[src/rtl/cpu_types.sv]
// Shared OTTER out-of-order core types, including the reservation-station
// entry layout used by rs_bank.
package cpu_types;

  localparam int CPU_XLEN = 32;

  typedef logic [5:0]          RS_tag_type;
  typedef logic [CPU_XLEN-1:0] word_t;

  localparam RS_tag_type INVALID = '0;

  typedef struct packed {
    logic [3:0] alu_fun;
    logic [2:0] mem_type;
  } task_t;

  typedef struct packed {
    RS_tag_type tag;
    word_t      data;
  } cdb_t;

  typedef enum logic [1:0] {FREE, WAIT, READY, ISSUED} rs_state_t;

  typedef struct packed {
    word_t      value;
    RS_tag_type tag;
    logic       pending;
  } rs_operand_t;

  typedef struct packed {
    rs_state_t         state;
    task_t             task_info;
    rs_operand_t [2:0] op;
  } rs_entry_t;

endpackage

[src/rtl/rs_bank_age_select.sv]
// Age matrix and oldest-ready one-hot picker for the reservation station.
// older[i][j] set means entry j was dispatched before entry i.
module rs_age_select #(
  parameter int DEPTH = 4
) (
  input  logic             clk,
  input  logic             rst,
  input  logic             flush,
  input  logic [DEPTH-1:0] alloc,
  input  logic [DEPTH-1:0] busy,
  input  logic [DEPTH-1:0] ready,
  output logic [DEPTH-1:0] grant
);

  logic [DEPTH-1:0] older [DEPTH];

  // Clearing column i on reallocation removes stale "older" bits left behind
  // by a previous occupant of entry i.
  always_ff @(posedge clk or posedge rst) begin
    if (rst) begin
      for (int unsigned r = 0; r < DEPTH; r++) older[r] <= '0;
    end else if (flush) begin
      for (int unsigned r = 0; r < DEPTH; r++) older[r] <= '0;
    end else begin
      for (int unsigned r = 0; r < DEPTH; r++) begin
        if (alloc[r]) older[r] <= busy;
        else          older[r] <= older[r] & ~alloc;
      end
    end
  end

  always_comb begin
    grant = '0;
    for (int unsigned i = 0; i < DEPTH; i++)
      grant[i] = ready[i] && ((older[i] & ready) == '0);
  end

endmodule

[src/rtl/rs_bank.sv]
// Multi-entry reservation station: captures operands from the CDB and
// issues the oldest ready task to its functional unit.
module rs_bank
  import cpu_types::*;
#(
  parameter int DEPTH    = 4,
  parameter int TAG_BASE = 1,
  parameter int XLEN     = 32
) (
  input  logic                     CLK,
  input  logic                     RST,
  input  logic                     flush,
  input  logic                     dispatch_valid,
  output logic                     dispatch_ready,
  input  task_t                    dispatch_task,
  input  RS_tag_type               T1,
  input  RS_tag_type               T2,
  input  RS_tag_type               T3,
  input  logic [XLEN-1:0]          A,
  input  logic [XLEN-1:0]          B,
  input  logic [XLEN-1:0]          rs2_data,
  input  cdb_t                     cdb_in,
  output logic                     issue_valid,
  input  logic                     issue_ready,
  output logic [XLEN-1:0]          V1,
  output logic [XLEN-1:0]          V2,
  output logic [XLEN-1:0]          V3,
  output RS_tag_type               rd_tag,
  output logic [3:0]               alu_fun,
  output logic [2:0]               mem_type,
  output logic [$clog2(DEPTH):0]   occupancy,
  output logic                     empty
);

  localparam int IDXW = (DEPTH > 1) ? $clog2(DEPTH) : 1;
  localparam int OCCW = $clog2(DEPTH) + 1;

  rs_entry_t        ent     [DEPTH];
  rs_entry_t        ent_nxt [DEPTH];
  rs_entry_t        new_ent;
  logic [DEPTH-1:0] free_mask, busy_mask, ready_mask, alloc_oh, alloc_en, grant;
  logic [IDXW-1:0]  sel_idx;
  logic             do_dispatch, cdb_hit, found;
  word_t            din [3];
  RS_tag_type       tin [3];

  always_comb begin
    free_mask  = '0;
    ready_mask = '0;
    for (int unsigned i = 0; i < DEPTH; i++) begin
      free_mask[i]  = (ent[i].state == FREE);
      ready_mask[i] = (ent[i].state == READY);
    end
  end

  assign busy_mask      = ~free_mask;
  assign dispatch_ready = |free_mask;
  assign empty          = &free_mask;
  assign do_dispatch    = dispatch_valid && dispatch_ready && !flush;
  assign alloc_en       = alloc_oh & {DEPTH{do_dispatch}};
  assign cdb_hit        = (cdb_in.tag != INVALID);

  always_comb begin
    alloc_oh  = '0;
    found     = 1'b0;
    occupancy = '0;
    for (int unsigned i = 0; i < DEPTH; i++) begin
      if (free_mask[i] && !found) begin
        alloc_oh[i] = 1'b1;
        found       = 1'b1;
      end
      if (busy_mask[i]) occupancy = occupancy + OCCW'(1);
    end
  end

  // Operand resolution at dispatch: present value, same-cycle CDB bypass, or pending tag.
  always_comb begin
    din[0] = word_t'(A);
    din[1] = word_t'(B);
    din[2] = word_t'(rs2_data);
    tin[0] = T1;
    tin[1] = T2;
    tin[2] = T3;
    new_ent           = '0;
    new_ent.state     = READY;
    new_ent.task_info = dispatch_task;
    for (int unsigned k = 0; k < 3; k++) begin
      if (tin[k] == INVALID) begin
        new_ent.op[k].value = din[k];
      end else if (cdb_hit && tin[k] == cdb_in.tag) begin
        new_ent.op[k].value = cdb_in.data;
      end else begin
        new_ent.op[k].tag     = tin[k];
        new_ent.op[k].pending = 1'b1;
        new_ent.state         = WAIT;
      end
    end
  end

  always_comb begin
    for (int unsigned i = 0; i < DEPTH; i++) begin
      ent_nxt[i] = ent[i];
      if (flush) begin
        ent_nxt[i] = '0;
      end else begin
        case (ent[i].state)
          FREE: if (alloc_en[i]) ent_nxt[i] = new_ent;
          WAIT: begin
            for (int unsigned k = 0; k < 3; k++) begin
              if (ent[i].op[k].pending && cdb_hit && ent[i].op[k].tag == cdb_in.tag) begin
                ent_nxt[i].op[k].value   = cdb_in.data;
                ent_nxt[i].op[k].pending = 1'b0;
              end
            end
            if (!(ent_nxt[i].op[0].pending || ent_nxt[i].op[1].pending ||
                  ent_nxt[i].op[2].pending))
              ent_nxt[i].state = READY;
          end
          READY:  if (grant[i] && issue_ready) ent_nxt[i].state = ISSUED;
          ISSUED: if (cdb_hit && cdb_in.tag == RS_tag_type'(TAG_BASE + i)) ent_nxt[i] = '0;
          default: ent_nxt[i] = ent[i];
        endcase
      end
    end
  end

  always_ff @(posedge CLK or posedge RST) begin
    if (RST) begin
      for (int unsigned i = 0; i < DEPTH; i++) ent[i] <= '0;
    end else begin
      for (int unsigned i = 0; i < DEPTH; i++) ent[i] <= ent_nxt[i];
    end
  end

  rs_age_select #(.DEPTH(DEPTH)) u_age (
    .clk   (CLK),
    .rst   (RST),
    .flush (flush),
    .alloc (alloc_en),
    .busy  (busy_mask),
    .ready (ready_mask),
    .grant (grant)
  );

  assign issue_valid = |grant;

  always_comb begin
    sel_idx = '0;
    for (int unsigned i = 0; i < DEPTH; i++)
      if (grant[i]) sel_idx = IDXW'(i);
  end

  always_comb begin
    V1       = '0;
    V2       = '0;
    V3       = '0;
    rd_tag   = INVALID;
    alu_fun  = '0;
    mem_type = '0;
    if (issue_valid) begin
      V1       = XLEN'(ent[sel_idx].op[0].value);
      V2       = XLEN'(ent[sel_idx].op[1].value);
      V3       = XLEN'(ent[sel_idx].op[2].value);
      rd_tag   = RS_tag_type'(TAG_BASE + int'(sel_idx));
      alu_fun  = ent[sel_idx].task_info.alu_fun;
      mem_type = ent[sel_idx].task_info.mem_type;
    end
  end

endmodule

[config.mk]
export PLATFORM = sky130hd
export DESIGN_NAME = rs_bank
export DESIGN_NICKNAME = d
export VERILOG_FILES = /design/src/rtl/cpu_types.sv /design/src/rtl/rs_bank_age_select.sv /design/src/rtl/rs_bank.sv
export SDC_FILE = /design/constraint.sdc
export NUM_CORES = 2
export LEC_CHECK = 0
export CAP_MARGIN = 20
export CORE_ASPECT_RATIO = 1.1
export CORE_MARGIN = 4
export CORE_UTILIZATION = 41
export DETAILED_ROUTE_END_ITERATION = 8
export GPL_TIMING_DRIVEN = 1
export MAX_ROUTING_LAYER = met4
export SLEW_MARGIN = 40
export SYNTH_ARGS = -nofsm -noshare
export SYNTH_HDL_FRONTEND = slang
export SYNTH_HIERARCHICAL = 1
export SYNTH_SLANG_ARGS = --single-unit
[constraint.sdc]
create_clock -name CLK -period 27.9 [get_ports CLK]
set_clock_uncertainty 0.2 [all_clocks]
set_input_delay 6.975 -clock CLK [delete_from_list [all_inputs] [get_ports CLK]]
set_output_delay 6.975 -clock CLK [all_outputs]
set_load 0.02 [all_outputs]
Yosys cells after proc, flatten, opt, wreduce, memory -nomap -nowiden
Cells that the tools add are included.

storage, ports and cells
  register bits after elaboration = 520
  input bits = 164
  output and inout bits = 115
  logic and storage cells = 380

operators by class
  add/sub/neg operators = 4
  order comparisons = 1
  equal/unequal tests = 59
  mux-type cells = 149
  bitwise operators = 12
  reduce and logical (&&, ||, !) cells = 103

operator list
  kind                                          number
  126-bit two-way mux                           12
  33-bit case mux with 3 select lines           8
  32-bit two-way mux                            21
  32-bit case mux with 3 select lines           4
  126-bit binary-select mux with 2-bit select   1
  124-bit two-way mux                           2
  6-bit case mux with 2 select lines            12
  6-bit == test                                 15
  3-bit inequality test, second input constant  24
  4-bit AND reduction                           17
  7-bit case mux with 2 select lines            4
  1-bit logical AND                             44
  1-bit two-way mux                             44
  7-bit two-way mux                             6
  4-bit AND                                     9
  2-bit two-way mux                             16
  2-bit case mux with 4 select lines            4
  3-bit AND reduction                           8
  4-bit two-way mux                             5
  6-bit logical NOT                             3
  2-bit == test, second input constant          8
  4-bit logical NOT                             4
  16-bit two-way mux                            1
  4-bit nonzero test                            4
  other kinds (18)                              52

Depth between registers and ports, before layout
  word-level depth = 16
  depth in mapped cells = 11
  depth with buffers taken out = 9

Modules after synthesis
The synthesis kept the hierarchy.

by module, submodules not included
  module         times used  cells an instance  area each (µm²)
  rs_bank        1           2721               28204.6
  rs_age_select  1           64                 745.7

Worst setup path before layout
Ideal clock, no wire load.

  kind = reg-to-output
  from = register ent[502] (netlist name)
  to = output V1[27]
  arrival time = 2.988 ns
  required time = 20.725 ns
  slack = 17.737 ns
  cell stages (with the launch flop) = 11
  buffers on the path = 4
  path through = dfrtp_1 -> inv_1 -> ha_1 -> a22oi_1 -> and4b_1 -> clkbuf_1 -> buf_1 -> clkbuf_1 -> clkbuf_1 -> o22ai_1 -> o21ai_0

between the ends
  longest elaborated chain between the ends = 12
  elaborated cells between the ends (all ways) = 22

ends and longest elaborated chain
  what                                               line                      source
  2-bit == test (*)                                  rs_bank.sv:52             ready_mask[i] = (ent[i].state == READY);
  via ready_mask[0]                                  rs_bank.sv:41             logic [DEPTH-1:0] free_mask, busy_mask, ready_mask, alloc_oh, alloc_en, grant;
  4-bit AND (*)                                      rs_bank_age_select.sv:35  grant[i] = ready[i] && ((older[i] & ready) == '0);
  4-bit logical NOT (*)                              rs_bank_age_select.sv:35
  1-bit logical AND (*)                              rs_bank_age_select.sv:35
  via grant[1]                                       rs_bank.sv:41
  1-bit two-way mux                                  rs_bank.sv:150            if (grant[i]) sel_idx = IDXW'(i);
  2-bit two-way mux (2 in series)                    rs_bank.sv:150
  2-bit NOT with 3-bit output (implied by the code)  rs_bank.sv:161            V1 = XLEN'(ent[sel_idx].op[0].value);
  126-bit binary-select mux with 2-bit select        rs_bank.sv:161
  124-bit two-way mux (2 in series)                  --
  32-bit two-way mux (*)                             rs_bank.sv:160            if (issue_valid) begin
  end, declared                                      rs_bank.sv:25             output logic [XLEN-1:0] V1,

The timed path passes the listed nets; every way through them passes the cells marked *. The select of a mux whose other input is x is not followed.

Worst setup path after layout
  from = register ent[124] (netlist name)
  to = output V1[29]

between the ends
  longest elaborated chain between the ends = 12
  elaborated cells between the ends (all ways) = 22

ends and longest elaborated chain
  what                                               line
  2-bit == test (*)                                  rs_bank.sv:52
  via ready_mask[3]                                  rs_bank.sv:41
  4-bit AND (*)                                      rs_bank_age_select.sv:35
  4-bit logical NOT (*)                              rs_bank_age_select.sv:35
  1-bit logical AND (*)                              rs_bank_age_select.sv:35
  via grant[1]                                       rs_bank.sv:41
  1-bit two-way mux                                  rs_bank.sv:150
  2-bit two-way mux (2 in series)                    rs_bank.sv:150
  2-bit NOT with 3-bit output (implied by the code)  rs_bank.sv:161
  126-bit binary-select mux with 2-bit select        rs_bank.sv:161
  124-bit two-way mux (2 in series)                  --
  32-bit two-way mux (*)                             rs_bank.sv:160

Marked as above.

==> results.py <==
metrics = {
    "timing": {
        "fin_hold_ws_ns": 0.279,
        "post-route-period-util_pct": 43.3,
        "worstMarginPinSlew_ns": 0.922,
        "slew_viol_final": 0,
        "setup_viol": 0,
        "fin_crit_ns": 12.07,
        "finalHoldViolations": 0,
        "rsz0062_at_grt": "no",
        "fmax_mhz": 82.8,
        "slew_headroom_pct": 38.5,
        "timing.setup.tns_ns": 0,
    },
    "route": {
        "avgRoutedWirePerCell_um": 29.6,
        "routed_wl_um": 116000,
        "drtPass1Iterations": 8,
        "num_vias": 25800,
        "vias_per_cell": 6.59,
        "drcViolationCount": 0,
        "antenna_left": 0,
        "drt-initial-drc-count": 2676,
    },
    "grt": {
        "grt_pass1_wl_um": 171000,
        "grt_max_degree": 136,
        "grt.overflow.total": 0,
        "grt_usage_pct": 31.1,
        "grt_pass1_vias": 26100,
        "antenna_found_initial": 2,
    },
    "job": {
        "cap_violations": 0,
    },
    "yosys": {
        "synth_area_leaders": "dfrtp_1, mux2_2, a21oi_1",
        "synth_top_area_cell": "dfrtp_1",
        "async_flop_share_pct": 100,
        "yosys_warnings": 6,
        "syn_area_um2": 29000,
        "synth_edf_count": 0,
        "ys_seq_elements": 520,
        "ys_types": 66,
        "synth_seq_area_share_pct": 44.9,
        "ys.flop_type": "dfrtp_1",
        "yosysTopAreaCellShare_pct": 44.9,
        "syn_inst": 2785,
        "syn_avg_cell_area_um2": 10.4,
    },
    "status": {
        "status": "completed",
    },
    "setup_path": {
        "endpoint_kind": "output port",
        "crit_fanout": 56,
        "arrival_ns": 4.90,
        "startpoint_type": "flop",
        "critPathRequiredTime_ns": 20.72,
        "r2r-start": "ent[376]$_DFFE_PP0P_",
        "rr_endpoint": "ent[33]$_DFFE_PP0P_",
        "reg2reg_depth": 10,
        "r2r_slack_ns": 23.18,
        "path_class": "reg -> out",
    },
    "hold_path": {
        "hold_start": "ent[374]$_DFFE_PP0P_",
        "holdPathStages": 2,
        "worstHoldEndpoint": "ent[374]$_DFFE_PP0P_",
        "hold_path.class": "reg -> reg",
    },
    "placement": {
        "gp_congestion": 0.916,
        "port_buffers": 275,
        "hpwl_um": 71000,
    },
    "clock_tree": {
        "clkTransAtPathRegs_ns": 0.07,
        "clock-root-buffer": "clkbuf_16",
        "cts.htree.levels": 2,
        "postCtsSetupBuffers": 0,
        "clk_latency_ns": 0.64,
        "ctsHoldBuffers": 0,
        "cts_buffers": 57,
        "cts_resized": 0,
        "cts_tree": "done",
        "cts_buffer_depth": 3,
        "clock_sinks": 520,
    },
    "power_and_ir_drop": {
        "power.leakage_uw": 0.0145,
        "p_per_area_nw_per_um2": 107,
        "peakVddDrop_mv": 0.0694,
    },
    "floorplanning": {
        "die-area_um2": 74900,
        "die_y_um": 287,
        "io_pins": 279,
        "core-area_um2": 69500,
        "die_w_um": 261,
        "start_util_pct": 41.7,
        "rows": 101,
    },
    "final_layout": {
        "nets": 3131,
        "drive_above_1_share_pct": 19.9,
        "syn2layout_area_growth_pct": 20.4,
        "fill_cells": 6265,
        "seq_area_um2": 13000,
        "multi_input_area_um2": 15100,
    },
}
[critical path, cell delays in order (launching register included)]
cell and delay [ns]:
dfrtp_1 0.41, inv_1 0.11, ha_1 0.29, a22oi_1 0.10, and4b_4 0.21, buf_6 0.27
buf_6 0.42, a21oi_4 0.43, buf_4 0.54, o22ai_1 0.17, o21ai_0 0.45, clkdlybuf4s50_1 0.71
[report_power, final]
part | internal (uW) | total, uW | switching, uW | leakage (uW)
logic | 665 | 1800 | 1130 | 0.00651
registers | 969 | 1090 | 120 | 0.00699
clock network | 502 | 830 | 328 | 0.000990
total | 2140 | 3720 | 1580 | 0.0145
[logic make-up (layout without fill, tap and decap cells)]
| group | after synthesis | after routing | share of synthesized area, % |
|---|---|---|---|
| AOI/OAI and AO/OA | 999 | 999 | 21.6 |
| DFF | 520 | 520 | 44.9 |
| muxes | 504 | 504 | 19.1 |
| and+or+nand+nor | 360 | 360 | 6.27 |
| buffers and inverters | 286 | 490 | 4.30 |
| xor gates and xnor gates | 93 | 93 | 2.81 |
| adders and majority gates | 22 | 22 | 0.951 |
| other | 1 | 5 | 0.0130 |
[cells in the final DEF (no fill, tap or decap), types with 11 or more instances in the layout]
cell and n:
a31oi_1 62, xor2_1 86, ha_1 20, nor2b_1 11, nor4_2 11, o31ai_1 19, clkbuf_16 58, buf_4 56
o22ai_1 50, nand2_1 119, clkdlybuf4s50_1 274, nor2_1 99, nor4b_1 18, a21oi_4 16, mux2_2 353, mux2_1 33
clkbuf_8 13, nand4_1 27, dfrtp_1 520, mux2i_1 118, a41oi_1 25, a21oi_1 468, inv_1 35, a22o_1 79
clkbuf_1 14, a22oi_1 48, a32oi_1 65, a32o_1 24, o21ai_0 106
[cell usage after synthesis (7+ instances only)]
master	number
a21oi_1	472
a21oi_2	9
a22o_1	79
a22oi_1	48
a31oi_1	66
a32o_1	24
a32oi_1	65
a41oi_1	25
buf_1	18
buf_2	29
buf_4	14
buf_6	11
clkbuf_1	176
dfrtp_1	520
ha_1	22
inv_1	36
mux2_1	33
mux2_2	353
mux2i_1	118
nand2_1	120
nand3_1	7
nand4_1	27
nor2_1	108
nor2b_1	12
nor3_1	13
nor4_1	13
nor4_2	9
nor4b_1	19
o21ai_0	106
o22ai_1	50
o31ai_1	19
o41ai_1	9
xnor2_1	7
xor2_1	86
[per-layer routing]
| metal | track usage (%) | part of all wire [%] |
|---|---|---|
| met2 | 47.0 | 45 |
| met1 | 40.1 | 39 |
| met5 | - | 0 |
| met3 | 7.41 | 11 |
| met4 | 13.2 | 4.9 |
[state kept, by name, indices dropped and copies added (netlist names)]
signal,count
u_age/older,16
ent,504
[how the worst max path moves through the flow]
stage / from / end / depth (start not counted)
CTS: ent[124]$_DFFE_PP0P_ / V1[30] / 11
global route: ent[502]$_DFFE_PP0P_ / V3[31] / 11
floorplan: RST / ent[0]$_DFFE_PP0P_ / 1
finish: ent[124]$_DFFE_PP0P_ / V1[29] / 11
detailed placement: ent[502]$_DFFE_PP0P_ / rd_tag[1] / 12
global placement: ent[502]$_DFFE_PP0P_ / rd_tag[1] / 12
[final cells by class]
| type | instances | share of cell area, % |
|---|---|---|
| Inverter | 38 | 0.445 |
| Sequential cell | 520 | 37.3 |
| Multi-Input combinational cell | 1981 | 43.2 |
| Tap cell | 927 | 3.33 |
| Clock buffer | 82 | 4.71 |
| Antenna cell | 2 | 0.0144 |
| Timing Repair Buffer | 347 | 9.77 |
| Clock inverter | 23 | 1.16 |
[per-stage QoR]
| step | util (%) | power (uW) | area [um^2] | instances | worst slack (ns) |
|---|---|---|---|---|---|
| global route | 50.1 | 3870 | 34800 | 3920 | 15.65 |
| finish | 50.1 | 3720 | 34800 | 3920 | 15.83 |
| CTS | 50.0 | 3680 | 34800 | 3916 | 15.37 |
| floorplan | - | 2190 | 29000 | 2787 | 6.65 |
| detailed placement | 47.1 | 2850 | 32700 | 3811 | 16.08 |
| global placement | 46.8 | 2800 | 32500 | 3808 | 15.91 |
Note: power is estimated with default switching activity, not from simulation.
